--- config.mk ---
export PLATFORM = sky130hd
export DESIGN_NAME = bin_to_bcd_seq_flat
export DESIGN_NICKNAME = d
export VERILOG_FILES = /design/src/rtl/bcd_pkg.sv /design/src/rtl/bin_to_bcd_seq_if.sv /design/src/rtl/bcd_add3_cell.sv /design/src/rtl/bin_to_bcd_seq.sv /design/src/flat_wrapper.sv
export SDC_FILE = /design/constraint.sdc
export NUM_CORES = 1
export LEC_CHECK = 0
export BUFFER_PORTS_ARGS = -buffer_cell sky130_fd_sc_hd__buf_2
export CAP_MARGIN = 40
export CORE_ASPECT_RATIO = 0.7
export CORE_MARGIN = 5
export CORE_UTILIZATION = 57
export CTS_CLUSTER_SIZE = 20
export DETAILED_ROUTE_END_ITERATION = 8
export PLACE_DENSITY = 0.79
export SYNTH_ARGS = -nofsm -noshare
export SYNTH_HDL_FRONTEND = slang
export SYNTH_SLANG_ARGS = --single-unit
--- constraint.sdc ---
create_clock -name clock -period 1.7 [get_ports clock]
set_clock_uncertainty 0.1 [all_clocks]
set_input_delay 0.34 -clock clock [delete_from_list [all_inputs] [get_ports clock]]
set_output_delay 0.34 -clock clock [all_outputs]
set_load 0.1 [all_outputs]
--- src/rtl/bcd_pkg.sv ---
// Shared types and constants for the sequential binary-to-BCD converter.
package bcd_pkg;

   typedef enum logic {IDLE, SHIFT} state_t;

   localparam int BCD_DIGIT_W = 4;

   function automatic int cnt_w(input int width);
      return (width > 1) ? $clog2(width) : 1;
   endfunction

endpackage

--- src/rtl/bin_to_bcd_seq_if.sv ---
// Request/result bundle between a register source and the BCD converter.
interface bin_to_bcd_seq_if #(
   parameter int WIDTH  = 16,
   parameter int DIGITS = 5
);
   import bcd_pkg::*;

   logic                          start;
   logic [WIDTH-1:0]              bin;
   logic                          busy;
   logic                          done;
   logic [BCD_DIGIT_W*DIGITS-1:0] bcd;

   modport master (
      output start, bin,
      input  busy, done, bcd
   );

   modport slave (
      input  start, bin,
      output busy, done, bcd
   );

endinterface

--- src/rtl/bcd_add3_cell.sv ---
// Double-dabble digit correction: add 3 when the digit is 5 or more.
module bcd_add3_cell
   import bcd_pkg::*;
(
   input  logic [BCD_DIGIT_W-1:0] din,
   output logic [BCD_DIGIT_W-1:0] dout
);

   assign dout = (din >= 4'd5) ? din + 4'd3 : din;

endmodule

--- src/rtl/bin_to_bcd_seq.sv ---
// Shift-add-3 binary to BCD converter, one input bit per clock.
module bin_to_bcd_seq
   import bcd_pkg::*;
#(
   parameter int WIDTH  = 16,
   parameter int DIGITS = 5
) (
   input logic             clock,
   input logic             resetn,
   bin_to_bcd_seq_if.slave bus
);

   localparam int SW = BCD_DIGIT_W * DIGITS;
   localparam int CW = cnt_w(WIDTH);
   localparam logic [CW-1:0] LAST = CW'(WIDTH - 1);

   state_t              state;
   logic [CW-1:0]       cnt;
   logic [WIDTH-1:0]    sh;
   logic [SW-1:0]       scr;
   logic [SW-1:0]       corr;
   logic [SW+WIDTH-1:0] cat;

   for (genvar g = 0; g < DIGITS; g++) begin : g_cell
      bcd_add3_cell u_cell (
         .din  (scr[g*BCD_DIGIT_W +: BCD_DIGIT_W]),
         .dout (corr[g*BCD_DIGIT_W +: BCD_DIGIT_W])
      );
   end

   // corrected digits and the binary operand shift as one word
   assign cat = {corr, sh} << 1;

   always_ff @(posedge clock or negedge resetn) begin
      if (!resetn) begin
         state    <= IDLE;
         cnt      <= '0;
         sh       <= '0;
         scr      <= '0;
         bus.busy <= 1'b0;
         bus.done <= 1'b0;
         bus.bcd  <= '0;
      end else begin
         bus.done <= 1'b0;
         unique case (state)
            IDLE: begin
               if (bus.start) begin
                  state    <= SHIFT;
                  sh       <= bus.bin;
                  scr      <= '0;
                  cnt      <= '0;
                  bus.busy <= 1'b1;
               end
            end
            SHIFT: begin
               scr <= cat[SW+WIDTH-1:WIDTH];
               sh  <= cat[WIDTH-1:0];
               cnt <= cnt + 1'b1;
               if (cnt == LAST) begin
                  state    <= IDLE;
                  bus.busy <= 1'b0;
                  bus.done <= 1'b1;
                  bus.bcd  <= cat[SW+WIDTH-1:WIDTH];
               end
            end
            default: state <= IDLE;
         endcase
      end
   end

endmodule

--- src/flat_wrapper.sv ---
// flat-port wrapper written by rule: the top's interface ports become plain ports
module bin_to_bcd_seq_flat import bcd_pkg::*;
#(
   parameter int WIDTH  = 16,
   parameter int DIGITS = 5
)
  (clock, resetn, bus_start, bus_bin, bus_busy, bus_done, bus_bcd);
  bin_to_bcd_seq_if #(.WIDTH(WIDTH), .DIGITS(DIGITS)) bus_i ();
  input logic clock;
  input logic resetn;
  input wire logic [$bits(bus_i.start)-1:0] bus_start;
  input wire logic [$bits(bus_i.bin)-1:0] bus_bin;
  output wire logic [$bits(bus_i.busy)-1:0] bus_busy;
  output wire logic [$bits(bus_i.done)-1:0] bus_done;
  output wire logic [$bits(bus_i.bcd)-1:0] bus_bcd;
  assign bus_i.start = bus_start;
  assign bus_i.bin = bus_bin;
  assign bus_busy = bus_i.busy;
  assign bus_done = bus_i.done;
  assign bus_bcd = bus_i.bcd;
  bin_to_bcd_seq #(.WIDTH(WIDTH), .DIGITS(DIGITS)) u_core (.clock(clock), .resetn(resetn), .bus(bus_i));
endmodule
## Yosys cells after proc, flatten, opt, wreduce, memory -nomap -nowiden

Cells that the tools add are included.

- Mux-type cells: 19
- Bitwise operators: 1
- Order comparisons: 5
- Reduce and logical (&&, ||, !) cells: 2
- $add $sub $neg: 6
- Equal/unequal tests: 3

Operators by type and width:

| kind | number |
|---|---|
| one-hot mux 20 bit (2 select lines) | 1 |
| one-hot mux 16 bit (2 select lines) | 1 |
| greater-or-equal comparator 4 x 3 -> 1 bit, second input constant | 5 |
| 2-to-1 mux 20 bit | 1 |
| 2-to-1 mux 4 bit | 5 |
| adder 4 x 2 -> 4 bit, second input constant | 4 |
| 2-to-1 mux 16 bit | 1 |
| one-hot mux 4 bit (2 select lines) | 1 |
| 2-to-1 mux 1 bit | 6 |
| adder 4 x 1 -> 4 bit, second input constant | 1 |
| equality test 4 bit, second input constant | 1 |
| inequality test 2 bit, second input constant | 2 |
| one-hot mux 1 bit (2 select lines) | 2 |
| AND reduction 2 bit | 2 |
| adder 3 x 2 -> 3 bit, second input constant | 1 |
| 2-to-1 mux 3 bit | 1 |
| NOT 1 bit | 1 |

- Register bits after elaboration: 63
- Logic and storage cells: 43
- Output and inout port bits: 22
- Input bits: 19

## Logic depth before layout (Yosys ltp)

- Depth in word-level cells: 3
- Depth in mapped cells: 6
- Mapped depth without buffers: 6

## Modules after synthesis

A second synthesis with hierarchy kept.

- Cell total of the unflattened synthesis: 302
- Area total of the unflattened synthesis: 2975.4 µm²

By module, submodules not included:

| module | area each (µm²) | times used | cells an instance |
|---|---|---|---|
| bin_to_bcd_seq | 2468.6 | 1 | 222 |
| bcd_add3_cell | 101.3 | 5 | 16 |

## Worst setup path after synthesis

Ideal clock, no wire load.

- Kind: register -> register
- From: register u_core.scr[16]
- To: register u_core.scr[18]
- Stages on the path, launching flop included: 6
- Buffers on the path: 0
- Arrival: 1.403 ns
- Slack: 0.114 ns
- Cells stage by stage: dfrtp_1 -> ha_1 -> nand2b_1 -> a21oi_1 -> mux2_2 -> o22ai_1

- Longest elaborated chain between the ends: 3

RTL lines:

| what | line | source |
|---|---|---|
| from (decl) | bin_to_bcd_seq.sv:20 | `logic [SW-1:0] scr;` |
| from (signal assigned) | bin_to_bcd_seq.sv:56 | `scr <= cat[SW+WIDTH-1:WIDTH];` |
| greater-or-equal comparator 4 x 3 -> 1 bit / adder 3 x 2 -> 3 bit (equally long branches) | bcd_add3_cell.sv:9 | `assign dout = (din >= 4'd5) ? din + 4'd3 : din;` |
| 2-to-1 mux 3 bit * | bcd_add3_cell.sv:9 |  |
| one-hot mux 20 bit (2 select lines) * | bin_to_bcd_seq.sv:45 | `unique case (state)` |

Every way passes the cells marked *; elsewhere a longest branch is shown, timed or not.
A chain may end at the register's enable or synchronous reset.

## Worst setup path after layout

- From: register u_core.scr[5]
- To: register u_core.bus.bcd[5]

- Longest elaborated chain between the ends: 2

RTL lines:

| what | line | source |
|---|---|---|
| greater-or-equal comparator 4 x 3 -> 1 bit | bcd_add3_cell.sv:9 |  |
| 2-to-1 mux 4 bit | bcd_add3_cell.sv:9 |  |
| to (signal assigned) | bin_to_bcd_seq.sv:63 | `bus.bcd <= cat[SW+WIDTH-1:WIDTH];` |
| to (decl) | bin_to_bcd_seq_if.sv:21 | `output busy, done, bcd` |

No other way between the ends.

==> flow_summary.json <==
{
  "synth-simple-area-share_pct": 11.8,
  "synth-seq-cells": 63,
  "start_util_pct": 58.0,
  "clock-sinks": 63,
  "cts-buffers-inserted": 9,
  "clock_latency_ns": 0.35,
  "synth_top_family_by_area": "compound AO/OA/AOI/OAI gates",
  "crit_path_start_kind": "flip-flop",
  "yosysSeqAreaShare_pct": 52.8,
  "io_pins": 41,
  "viasPerCell": 5.25,
  "antenna_found_initial": 0,
  "drt_pass1_iterations": 4,
  "rows": 22,
  "drtIter0Drc": 124,
  "postPlaceCellArea_um2": 3290,
  "fp.dieH_um": 70.6,
  "die-width_um": 96.5,
  "cts_htree_levels": 3,
  "arrival_ns": 1.75,
  "instances_no_fill": 404,
  "setup_viol": 0,
  "synth_mux_area_share_pct": 10.7,
  "clk_pin_slew_ns": 0.08,
  "timing.rr.start": "u_core.scr[5]",
  "crit_fanout": 4,
  "yosys_warnings": 0,
  "tightest_slew_ns": 0.508,
  "portBuffers": 40,
  "period_minus_slack_ns": 1.62,
  "relSlewSlack_pct": 66.1,
  "synth_cells": 281,
  "synth-xor-area-share_pct": 2.05,
  "min_from": "bus_bin[0]",
  "drive_above_1_share_pct": 28.3,
  "status": "finished clean",
  "endpoint_kind": "flip-flop",
  "worstPathRequired_ns": 1.83,
  "final_area_um2": 3590,
  "hp-class": "in2reg",
  "drc": 0,
  "grt_use_total_pct": 18.8,
  "criticalPathCategory": "reg2reg",
  "grt_pass1_vias": 2132,
  "detail-route-antenna-nets": 0,
  "routabilityCongestion": 0.841,
  "final_nets": 357,
  "cts_root_buf": "clkbuf_8",
  "fmax_mhz": 617,
  "synth-compound-area-share_pct": 13.7,
  "routedWlPerCell_um": 14.4,
  "synth_area_um2": 2990,
  "synth_area_per_cell_um2": 10.6,
  "dp_cells": 384,
  "finalHoldViolations": 0,
  "synth-adder-area-share_pct": 4.61,
  "vias": 2121,
  "yosysUniqueCellTypes": 32,
  "grt_pass1_wl_mm": 9.83,
  "grt_max_degree": 64,
  "r2r_end": "u_core.bus.bcd[5]",
  "syn-num-nets": 311,
  "syn_to_final_growth_pct": 20.3,
  "r2r_slack_ns": 0.08,
  "tns_ns": 0,
  "maxCapViolCount": 0,
  "coreArea_um2": 5150,
  "wirelength_mm": 5.81,
  "cts_tree": "built",
  "cp-endpoint": "u_core.bus.bcd[5]",
  "ff2ff_path_depth": 6,
  "finalCritPeriodShare_pct": 95.3,
  "overflow": 0,
  "diodes": 0,
  "slew_violations": 0,
  "dieArea_um2": 6810,
  "cts.path.max_buffers": 2,
  "dp_hpwl_mm": 3.85,
  "nFillCells": 406,
  "hold-worst-slack_ns": 0.165,
  "critPathLaunch": "u_core.scr[5]"
}
cells by family after synthesis:
logic type	after synthesis
AND/OR/NAND/NOR	73
AO/OA/AOI/OAI	68
flip-flops	63
multiplexers	30
buffers and inverters	29
adder cells (fa/ha/maj)	11
XOR/XNOR	7
how the worst min path moves through the flow:
stage | to | slack, ns | cells after the start
final | u_core.sh[0] | 0.17 | 3
after global routing | u_core.sh[0] | 0.15 | 3
after CTS | u_core.sh[0] | 0.16 | 3
after detailed placement | u_core.sh[11] | 0.27 | 2
after global placement | u_core.sh[11] | 0.27 | 2
after floorplan | u_core.bus.bcd[0] | -0.06 | 0
cells in the final DEF, fill, tap and decap left out, drive strengths merged, types with 10 or more instances in the layout:
cell type,count
nand2,40
buf,50
inv,13
dfrtp,63
a21oi,15
ha,11
o21ai,32
mux2,10
mux2i,20
routing by layer:
layer  part of all wire (%)  track usage (%)  wire length (um)  vias to the layer above
li1                       -                -                 -                     1056
met3                    5.1             7.01               298                        5
met1                     48             25.5              2820                     1017
met2                     46             28.7              2660                       43
met4                   0.48             4.67                28                        0
met5                      0                0                 0                        -
synthesized netlist by cell type, drive strengths merged:
library cell / count / area share [%]
dfrtp: 63 / 53
nand2: 40 / 5.0
o21ai: 32 / 5.4
mux2i: 20 / 6.7
a21oi: 15 / 3.3
inv: 13 / 1.6
ha: 11 / 4.6
mux2: 10 / 4.0
a21o: 9 / 2.3
buf: 9 / 1.8
nor3b: 9 / 2.3
o22ai: 9 / 1.9
clkbuf: 7 / 0.88
nor3: 6 / 1.0
xnor2: 6 / 1.8
nand2b: 5 / 1.1
nor2: 5 / 0.63
and3: 4 / 0.84
nand3: 3 / 0.50
a22o: 1 / 0.29
a31o: 1 / 0.29
nand4: 1 / 0.42
o31ai: 1 / 0.25
xor2: 1 / 0.29
through the flow:
step,setup slack [ns],utilization [%]
5_1_grt,-0.00222,69.8
3_3_place_gp,0.0831,63.8
4_1_cts,0.0124,68.9
6_report,0.0795,69.8
2_1_floorplan,0.114,-
3_5_place_dp,-0.0212,63.8
area by class of cell:
type | instances | area, um2 | share of cell area, %
well taps | 72 | 90.1 | 2.51
clock inverters | 7 | 120 | 3.34
repair buffers | 51 | 323 | 8.99
clock buffers | 9 | 124 | 3.45
multi-input cells | 189 | 1310 | 36.4
inverters | 13 | 50.0 | 1.39
flip-flops and latches | 63 | 1580 | 43.9
timing repair:
| action | 4_1_cts | 5_1_grt |
|---|---|---|
| pin swaps | 0 | 3 |
| hold buffers | 1 | 0 |
| setup endpoints to repair | 3 | 11 |
| buffers inserted | 0 | 3 |
| hold endpoints to repair | 63 | 0 |
| gates resized for setup | 2 | 9 |
state kept, by name, summed over array words and instances (netlist names):
| register | flops |
|---|---|
| u_core.bus.busy | 1 |
| u_core.state | 1 |
| u_core.bus.done | 1 |
| u_core.sh | 16 |
| u_core.scr | 20 |
| u_core.cnt | 4 |
| u_core.bus.bcd | 20 |
worst max-delay path: stages, from the launching register on:
cell	delay (ns)
dfrtp_1	0.34
inv_1	0.11
ha_1	0.20
nand2b_2	0.20
a21oi_4	0.17
xnor2_1	0.12
mux2_4	0.27
Power is left out: the tool's default activity adds up to more than one toggle a clock period on the data nets, which glitch-free logic cannot reach.
